## src/rtl/serial_subtractor_pkg.sv

```systemverilog
// serial_subtractor_pkg: shared definitions for the bit-serial subtractor.
//   state_e       - FSM state encoding (IDLE / SHIFT / DONE, 2 bits)
//   DEFAULT_WIDTH - default operand/result width
package serial_subtractor_pkg;

  typedef enum logic [1:0] {
    S_IDLE  = 2'd0,
    S_SHIFT = 2'd1,
    S_DONE  = 2'd2
  } state_e;

  localparam int DEFAULT_WIDTH = 4;

endpackage

```

## src/rtl/serial_subtractor_fa.sv

```systemverilog
// full_adder_1bit: single combinational full-adder slice.
//   a, b, cin -> sum, cout
module full_adder_1bit (
  input  logic a,
  input  logic b,
  input  logic cin,
  output logic sum,
  output logic cout
);

  assign sum  = a ^ b ^ cin;
  assign cout = (a & b) | (a & cin) | (b & cin);

endmodule

```

## src/rtl/serial_subtractor.sv

```systemverilog
// serial_subtractor: bit-serial two's-complement subtractor, a - b = a + ~b + 1,
// one bit per clock LSB first through a single full-adder slice.
//   clk, rst_n           - clock, async active-low reset
//   in_valid/in_ready    - operand handshake (a, b)
//   out_valid/out_ready  - result handshake (diff, carryout, overflow)
// Result appears WIDTH cycles after the accepting edge and holds until drained.
module serial_subtractor
  import serial_subtractor_pkg::*;
#(
  parameter int WIDTH = DEFAULT_WIDTH
) (
  input  logic             clk,
  input  logic             rst_n,
  input  logic             in_valid,
  output logic             in_ready,
  input  logic [WIDTH-1:0] a,
  input  logic [WIDTH-1:0] b,
  output logic             out_valid,
  input  logic             out_ready,
  output logic [WIDTH-1:0] diff,
  output logic             carryout,
  output logic             overflow
);

  localparam int CNT_W = (WIDTH > 1) ? $clog2(WIDTH) : 1;
  localparam logic [CNT_W-1:0] LAST = CNT_W'(WIDTH - 1);

  state_e           state_q, state_d;
  logic [WIDTH-1:0] opa_q, opa_d;
  logic [WIDTH-1:0] opb_q, opb_d;
  logic [WIDTH-1:0] res_q, res_d;
  logic [CNT_W-1:0] cnt_q, cnt_d;
  logic             carry_q, carry_d;
  logic [WIDTH-1:0] diff_q, diff_d;
  logic             co_q, co_d;
  logic             ov_q, ov_d;

  logic fa_sum, fa_cout;

  full_adder_1bit u_fa (
    .a    (opa_q[0]),
    .b    (opb_q[0]),
    .cin  (carry_q),
    .sum  (fa_sum),
    .cout (fa_cout)
  );

  always_comb begin
    state_d = state_q;
    opa_d   = opa_q;
    opb_d   = opb_q;
    res_d   = res_q;
    cnt_d   = cnt_q;
    carry_d = carry_q;
    diff_d  = diff_q;
    co_d    = co_q;
    ov_d    = ov_q;
    case (state_q)
      S_IDLE: begin
        if (in_valid) begin
          opa_d   = a;
          opb_d   = ~b;
          carry_d = 1'b1;   // the +1 of two's-complement negation
          cnt_d   = '0;
          state_d = S_SHIFT;
        end
      end
      S_SHIFT: begin
        opa_d   = opa_q >> 1;
        opb_d   = opb_q >> 1;
        res_d   = {fa_sum, res_q[WIDTH-1:1]};
        carry_d = fa_cout;
        cnt_d   = cnt_q + CNT_W'(1);
        if (cnt_q == LAST) begin
          // MSB slice: carry_q is the carry into the MSB, so overflow is
          // resolved here instead of keeping a separate carry-in register.
          diff_d  = {fa_sum, res_q[WIDTH-1:1]};
          co_d    = fa_cout;
          ov_d    = carry_q ^ fa_cout;
          state_d = S_DONE;
        end
      end
      S_DONE: begin
        if (out_ready) state_d = S_IDLE;
      end
      default: state_d = S_IDLE;
    endcase
  end

  always_ff @(posedge clk or negedge rst_n) begin
    if (!rst_n) begin
      state_q <= S_IDLE;
      opa_q   <= '0;
      opb_q   <= '0;
      res_q   <= '0;
      cnt_q   <= '0;
      carry_q <= 1'b0;
      diff_q  <= '0;
      co_q    <= 1'b0;
      ov_q    <= 1'b0;
    end else begin
      state_q <= state_d;
      opa_q   <= opa_d;
      opb_q   <= opb_d;
      res_q   <= res_d;
      cnt_q   <= cnt_d;
      carry_q <= carry_d;
      diff_q  <= diff_d;
      co_q    <= co_d;
      ov_q    <= ov_d;
    end
  end

  assign in_ready  = (state_q == S_IDLE);
  assign out_valid = (state_q == S_DONE);
  assign diff      = diff_q;
  assign carryout  = co_q;
  assign overflow  = ov_q;

endmodule

```

## config.mk

```make
export PLATFORM = sky130hd
export DESIGN_NAME = serial_subtractor
export DESIGN_NICKNAME = d
export VERILOG_FILES = /design/src/rtl/serial_subtractor_pkg.sv /design/src/rtl/serial_subtractor_fa.sv /design/src/rtl/serial_subtractor.sv
export SDC_FILE = /design/constraint.sdc
export NUM_CORES = 1
export LEC_CHECK = 0
export CAP_MARGIN = 20
export CORE_ASPECT_RATIO = 1.4
export CORE_UTILIZATION = 54
export CTS_CLUSTER_SIZE = 12
export DETAILED_ROUTE_END_ITERATION = 10
export DONT_BUFFER_PORTS = 1
export GPL_TIMING_DRIVEN = 0
export HOLD_SLACK_MARGIN = 0.03
export PLACE_DENSITY = 0.8
export SLEW_MARGIN = 20
export SYNTH_ARGS = -nofsm -noshare
export SYNTH_HDL_FRONTEND = slang
export SYNTH_HIERARCHICAL = 1
export SYNTH_SLANG_ARGS = --single-unit
export TNS_END_PERCENT = 100
```

## constraint.sdc

```tcl
create_clock -name clk -period 1.2 [get_ports clk]
set_input_delay 0.18 -clock clk [delete_from_list [all_inputs] [get_ports clk]]
set_output_delay 0.18 -clock clk [all_outputs]
set_load 0.005 [all_outputs]
```

==> results.json, run 1 <==
{
  "syn_area_per_cell_um2": 11.6,
  "syn_nets": 102,
  "die_w_um": 38.8,
  "vias_per_cell": 5.98,
  "critPathKind": "flop to flop",
  "first_pass_iters": 4,
  "vias": 778,
  "path_cells": "fa_2, mux2_2",
  "clock_latency_ns": 0.30,
  "crit_family": "adder cells",
  "crit_arrival_ns": 1.47,
  "total_power_mw": 3.46,
  "htree_levels": 1,
  "max_stage_delay_ns": 0.47,
  "tightest_slew_ns": 0.499,
  "synth_top_cell_area_share_pct": 53.9,
  "io_buffer_count": 0,
  "core_area_um2": 1780,
  "grt_antenna_before_repair": 0,
  "fin_tns_setup_ns": -0.278,
  "overflow": 0,
  "final_nets": 125,
  "die-area_um2": 2070,
  "ios": 20,
  "grt_pass1_vias": 764,
  "leakagePower_nw": 0.644,
  "grt_pass1_wl_um": 3280,
  "fin_crit_ns": 1.27,
  "finClkSkew_ns": 0.00173,
  "clk_pin_slew_ns": 0.12,
  "ctsLongestPathBuffers": 2,
  "drive_above_1_share_pct": 40.0,
  "synth.distinct_cells": 24,
  "yosysTopAreaCell": "dfrtp_1",
  "fp-row-count": 18,
  "reg2regPathDepth": 2,
  "numCtsBuffers": 3,
  "diodes": 0,
  "final-setup-viol-count": 9,
  "root_buffer": "clkbuf_4",
  "avgRoutedWirePerCell_um": 17.5,
  "ys_ff_latch": 22,
  "finalInstanceArea_um2": 1310,
  "cap_violations": 0,
  "grt_max_degree": 23,
  "cp.depth": 2,
  "fin_crit_sh_pct": 106,
  "rsz0062_at_grt": "yes",
  "syn_inst": 88,
  "async_flop_share_pct": 100,
  "rrSetupSlack_ns": -0.07,
  "hold_path_class": "input pin to flop",
  "seq_area_frac_synth_pct": 53.9,
  "relSlewSlack_pct": 66.7,
  "yosysMostFrequentCell": "dfrtp_1",
  "synthTopCellsByCount": "22 x dfrtp_1, 17 x nand2_1, 8 x o21ai_0",
  "met1_length_um": 909,
  "synth_warnings": 6,
  "cp_max_fo": 2,
  "die_height_um": 53.5,
  "initialDrtViolationCount": 20,
  "hold_violations": 0,
  "synthTopCellsByArea": "dfrtp_1 54%, nand2_1 6.3%, mux2_2 5.5%",
  "cts_sinks": 22,
  "cp_slowest_cell": "fa_2",
  "wl_met2_um": 1240,
  "vdd_drop_max_v": 0.00159,
  "worst_setup_path_start_kind": "flop",
  "fmax_mhz": 786,
  "end_kind": "flop",
  "antenna_left": 0,
  "crit_buf_inv": 0,
  "status": "finished with violations",
  "synth_edf_count": 0,
  "dpl.hpwl_um": 1280,
  "highest_layer": "met4",
  "drt_wl_total_um": 2280,
  "floorplan.initialDensity_pct": 57.4,
  "area.growth.synth_to_final_pct": 28.1,
  "remaining_drc_errors": 0,
  "placed_cell_area_um2": 1050,
  "hold_path_depth": 2,
  "setup_ws_ns": -0.0717,
  "cts_tree": "built",
  "grt_usage_pct": 22.8,
  "violations": "negative setup slack",
  "syn_area_um2": 1020,
  "wl_met3_um": 95,
  "finalWeightedCongestion": 0.811,
  "drv_slew": 0,
  "pwr_density_cell_nw_per_um2": 2640,
  "crit_required_ns": 1.40,
  "synth_top_flop_cell": "dfrtp_1"
}
-- kinds of logic (layout without fill, tap and decap cells) --
| group | Yosys count | in the layout | share of synthesized area (%) |
|---|---|---|---|
| xor gates and xnor gates | 1 | 1 | 0.858 |
| AOI/OAI and AO/OA | 22 | 22 | 16.1 |
| and+or+nand+nor | 30 | 30 | 15.7 |
| buffers and inverters | 6 | 28 | 4.78 |
| muxes | 5 | 5 | 5.51 |
| DFF | 22 | 22 | 53.9 |
| adders and majority gates | 2 | 2 | 3.19 |
-- flip-flops by register name, summed over array words and instances, names as in the netlist --
register  flops
carry_q       1
carryout      1
cnt_q         2
diff          4
opa_q         4
opb_q         4
overflow      1
res_q         3
state_q       2
-- worst paths after layout --
check / startpoint / end
hold / removal: in_valid / opa_q[3]$_DFFE_PN0P_
hold reg to reg: cnt_q[0]$_DFFE_PN0P_ / cnt_q[0]$_DFFE_PN0P_
min in group asynchronous: rst_n / opb_q[0]$_DFFE_PN0P_
setup / recovery: opb_q[0]$_DFFE_PN0P_ / diff[3]$_DFFE_PN0P_
max in group asynchronous: rst_n / opa_q[0]$_DFFE_PN0P_
setup reg to reg: opb_q[0]$_DFFE_PN0P_ / diff[3]$_DFFE_PN0P_
-- timing repair --
item                                   CTS  global route
gates cloned                             1             2
setup endpoints to repair               14            20
hold buffers                             4             1
setup buffers                            7             4
endpoints found under the hold margin   24            22
resized for setup                        9            18
pin swaps                                1             4
-- layout by cell type (no fill, tap or decap), types with 2 or more instances in the layout --
cell / Yosys / layout
dfrtp_1: 22 / 22
nand2_1: 17 / 14
buf_4: 1 / 9
buf_6: 3 / 6
o21ai_1: 2 / 5
o21ai_0: 8 / 5
a221o_1: 5 / 5
dlygate4sd3_1: 0 / 4
nand2b_4: 1 / 3
nand2b_1: 5 / 3
mux2_2: 5 / 3
clkbuf_4: 0 / 3
buf_2: 0 / 3
nor2_4: 1 / 2
nand3b_1: 2 / 2
mux2_4: 0 / 2
nand2_2: 0 / 2
o31ai_2: 0 / 2
-- report_power, final --
part | internal, mW | leakage (nW) | switching, mW
Clock | 0.185 | 0.0210 | 0.220
Sequential | 1.08 | 0.275 | 0.258
Combinational | 0.922 | 0.348 | 0.792
Total | 2.19 | 0.644 | 1.27
-- layer usage --
layer	up-vias	GRT usage [%]
met5	-	0
met4	0	10.3
met3	4	3.36
met2	31	38.6
met1	389	27.4
li1	354	-
-- layout make-up --
class | count | area [um2]
sequential | 22 | 551
multi-input combinational | 60 | 498
fill | 118 | 472
timing repair buffer | 19 | 156
clock buffer | 4 | 36.3
buffer | 3 | 33.8
tap | 20 | 25.0
inverter | 2 | 7.51
-- per-stage QoR --
| stage | hold WS (ns) | instances | setup WS, ns | util, % |
|---|---|---|---|---|
| final | 0.0330 | 130 | -0.0717 | 73.5 |
| after global routing | 0.0314 | 130 | -0.0939 | 73.5 |
| after CTS | 0.0376 | 124 | -0.0692 | 68.4 |
| after detailed placement | -0.115 | 108 | -0.0847 | 58.9 |
| after global placement | -0.115 | 108 | -0.0626 | 58.9 |
| after floorplan | -0.116 | 88 | -0.0357 | - |
Note: power is estimated with default switching activity, not from simulation.
==> run 2, diff against run 1 <==
--- a/config.mk
+++ b/config.mk
@@ -7,13 +7,14 @@
 export LEC_CHECK = 0
 export CAP_MARGIN = 20
 export CORE_ASPECT_RATIO = 1.4
-export CORE_UTILIZATION = 54
+export CORE_MARGIN = 5
+export CORE_UTILIZATION = 40
 export CTS_CLUSTER_SIZE = 12
 export DETAILED_ROUTE_END_ITERATION = 10
 export DONT_BUFFER_PORTS = 1
 export GPL_TIMING_DRIVEN = 0
 export HOLD_SLACK_MARGIN = 0.03
-export PLACE_DENSITY = 0.8
+export PLACE_DENSITY = 0.64
 export SLEW_MARGIN = 20
 export SYNTH_ARGS = -nofsm -noshare
 export SYNTH_HDL_FRONTEND = slang
==> results.json, run 2 (synthesis gave the netlist of run 1 again) <==
{
  "relSlewSlack_pct": 67.9,
  "total_power_mw": 3.43,
  "cap_violations": 0,
  "fp-row-count": 21,
  "final_cell_mix": "21 x dfrtp_1, 12 x nand2_1, 9 x buf_4",
  "critPathKind": "flop to flop",
  "rr_endpoint": "diff[3]$_DFFE_PN0P_",
  "hold_path_depth": 2,
  "hold_path_class": "input pin to flop",
  "fin_tns_setup_ns": -0.360,
  "hold_violations": 0,
  "crit_buf_inv": 0,
  "avgRoutedWirePerCell_um": 14.5,
  "finalWeightedCongestion": 0.713,
  "htree_levels": 1,
  "max_stage_delay_ns": 0.47,
  "finClkSkew_ns": 0.00212,
  "reg2regPathDepth": 2,
  "pwr_density_cell_nw_per_um2": 2560,
  "grt_antenna_before_repair": 0,
  "grt_usage_pct": 12.9,
  "vias_per_cell": 5.11,
  "drt_wl_total_um": 2080,
  "diodes": 0,
  "final_nets": 124,
  "io_buffer_count": 0,
  "dp_slack_ns": -0.0795,
  "path_cells": "fa_2, mux2_2",
  "worst_setup_path_start_kind": "flop",
  "cp_max_fo": 2,
  "area.growth.synth_to_final_pct": 31.3,
  "crit_required_ns": 1.40,
  "fin_crit_sh_pct": 105,
  "vias": 731,
  "rsz0062_at_grt": "yes",
  "dpl.hpwl_um": 1360,
  "crit_arrival_ns": 1.46,
  "finalInstanceArea_um2": 1340,
  "rrSetupSlack_ns": -0.06,
  "grt_max_degree": 23,
  "first_pass_iters": 4,
  "floorplan.initialDensity_pct": 42.2,
  "fill_cells": 223,
  "min_from": "in_valid",
  "remaining_drc_errors": 0,
  "crit_family": "adder cells",
  "vdd_drop_max_v": 0.00147,
  "cp_slowest_cell": "fa_2",
  "die_height_um": 69.8,
  "tightest_slew_ns": 0.482,
  "regToRegStartpoint": "opa_q[0]$_DFFE_PN0P_",
  "clock_latency_ns": 0.30,
  "cts_tree": "built",
  "final-setup-viol-count": 12,
  "initialDrtViolationCount": 16,
  "multi_input_area_um2": 518,
  "final_common_cell": "dfrtp_1",
  "overflow": 0,
  "leakagePower_nw": 0.651,
  "whs_ns": 0.0876,
  "end_kind": "flop",
  "setup_ws_ns": -0.0597,
  "drive_above_1_share_pct": 43.1,
  "core_area_um2": 2420,
  "root_buffer": "clkbuf_4",
  "die-area_um2": 3680,
  "violations": "negative setup slack",
  "numCtsBuffers": 3,
  "fin_crit_ns": 1.26,
  "regArea_um2": 552,
  "die_w_um": 52.7,
  "ios": 20,
  "drv_slew": 0,
  "status": "finished with violations",
  "antenna_left": 0,
  "fmax_mhz": 794,
  "placed_cell_area_um2": 1070,
  "clk_pin_slew_ns": 0.12,
  "worstHoldEndpoint": "state_q[0]$_DFFE_PN0P_",
  "grt_pass1_vias": 842,
  "ctsLongestPathBuffers": 2,
  "grt_pass1_wl_um": 3680,
  "cts_sinks": 22
}
## run 2: per-stage QoR
step | cells | util [%]
after floorplan | 88 | -
after global placement | 122 | 44.1
after detailed placement | 122 | 44.1
after CTS | 141 | 53.3
after global routing | 143 | 55.4
final | 143 | 55.4
## run 2: worst max path at each step
stage	startpoint	to	slack [ns]	depth (start not counted)
2_1_floorplan	opa_q[0]$_DFFE_PN0P_	diff[3]$_DFFE_PN0P_	-0.04	2
3_3_place_gp	opa_q[0]$_DFFE_PN0P_	diff[3]$_DFFE_PN0P_	-0.06	2
3_5_place_dp	cnt_q[0]$_DFFE_PN0P_	carryout$_DFFE_PN0P_	-0.08	3
4_1_cts	opa_q[0]$_DFFE_PN0P_	diff[3]$_DFFE_PN0P_	-0.06	2
5_1_grt	opa_q[0]$_DFFE_PN0P_	diff[3]$_DFFE_PN0P_	-0.1	2
6_report	opa_q[0]$_DFFE_PN0P_	diff[3]$_DFFE_PN0P_	-0.06	2
## run 2: cell type report
| type | instances | area share [%] |
|---|---|---|
| Clock buffer | 4 | 2.71 |
| Inverter | 2 | 0.560 |
| Buffer | 3 | 2.52 |
| Tap cell | 34 | 3.17 |
| Multi-Input combinational cell | 60 | 38.7 |
| Timing Repair Buffer | 18 | 11.2 |
| Sequential cell | 22 | 41.2 |
## run 2: per-layer routing
layer  vias to the layer above  track usage, %  part of all wire [%]
met5                         -               0                     0
met2                        16            20.2                    50
li1                        354               -                     -
met3                         2            2.80                   4.5
met4                         0            5.11                  0.87
met1                       359            16.8                    45
## run 2: what timing repair did
action,CTS,global route
gates resized for setup,17,16
setup buffers,9,2
hold buffers,5,1
pin swaps,2,3
setup endpoints to repair,16,19
gates cloned,1,0
endpoints found under the hold margin,25,22
## run 2: power by group
part | total [mW] | switching, mW | internal, mW
Sequential | 1.34 | 0.256 | 1.08
Clock | 0.408 | 0.223 | 0.185
Combinational | 1.69 | 0.754 | 0.936
Total | 3.43 | 1.23 | 2.20
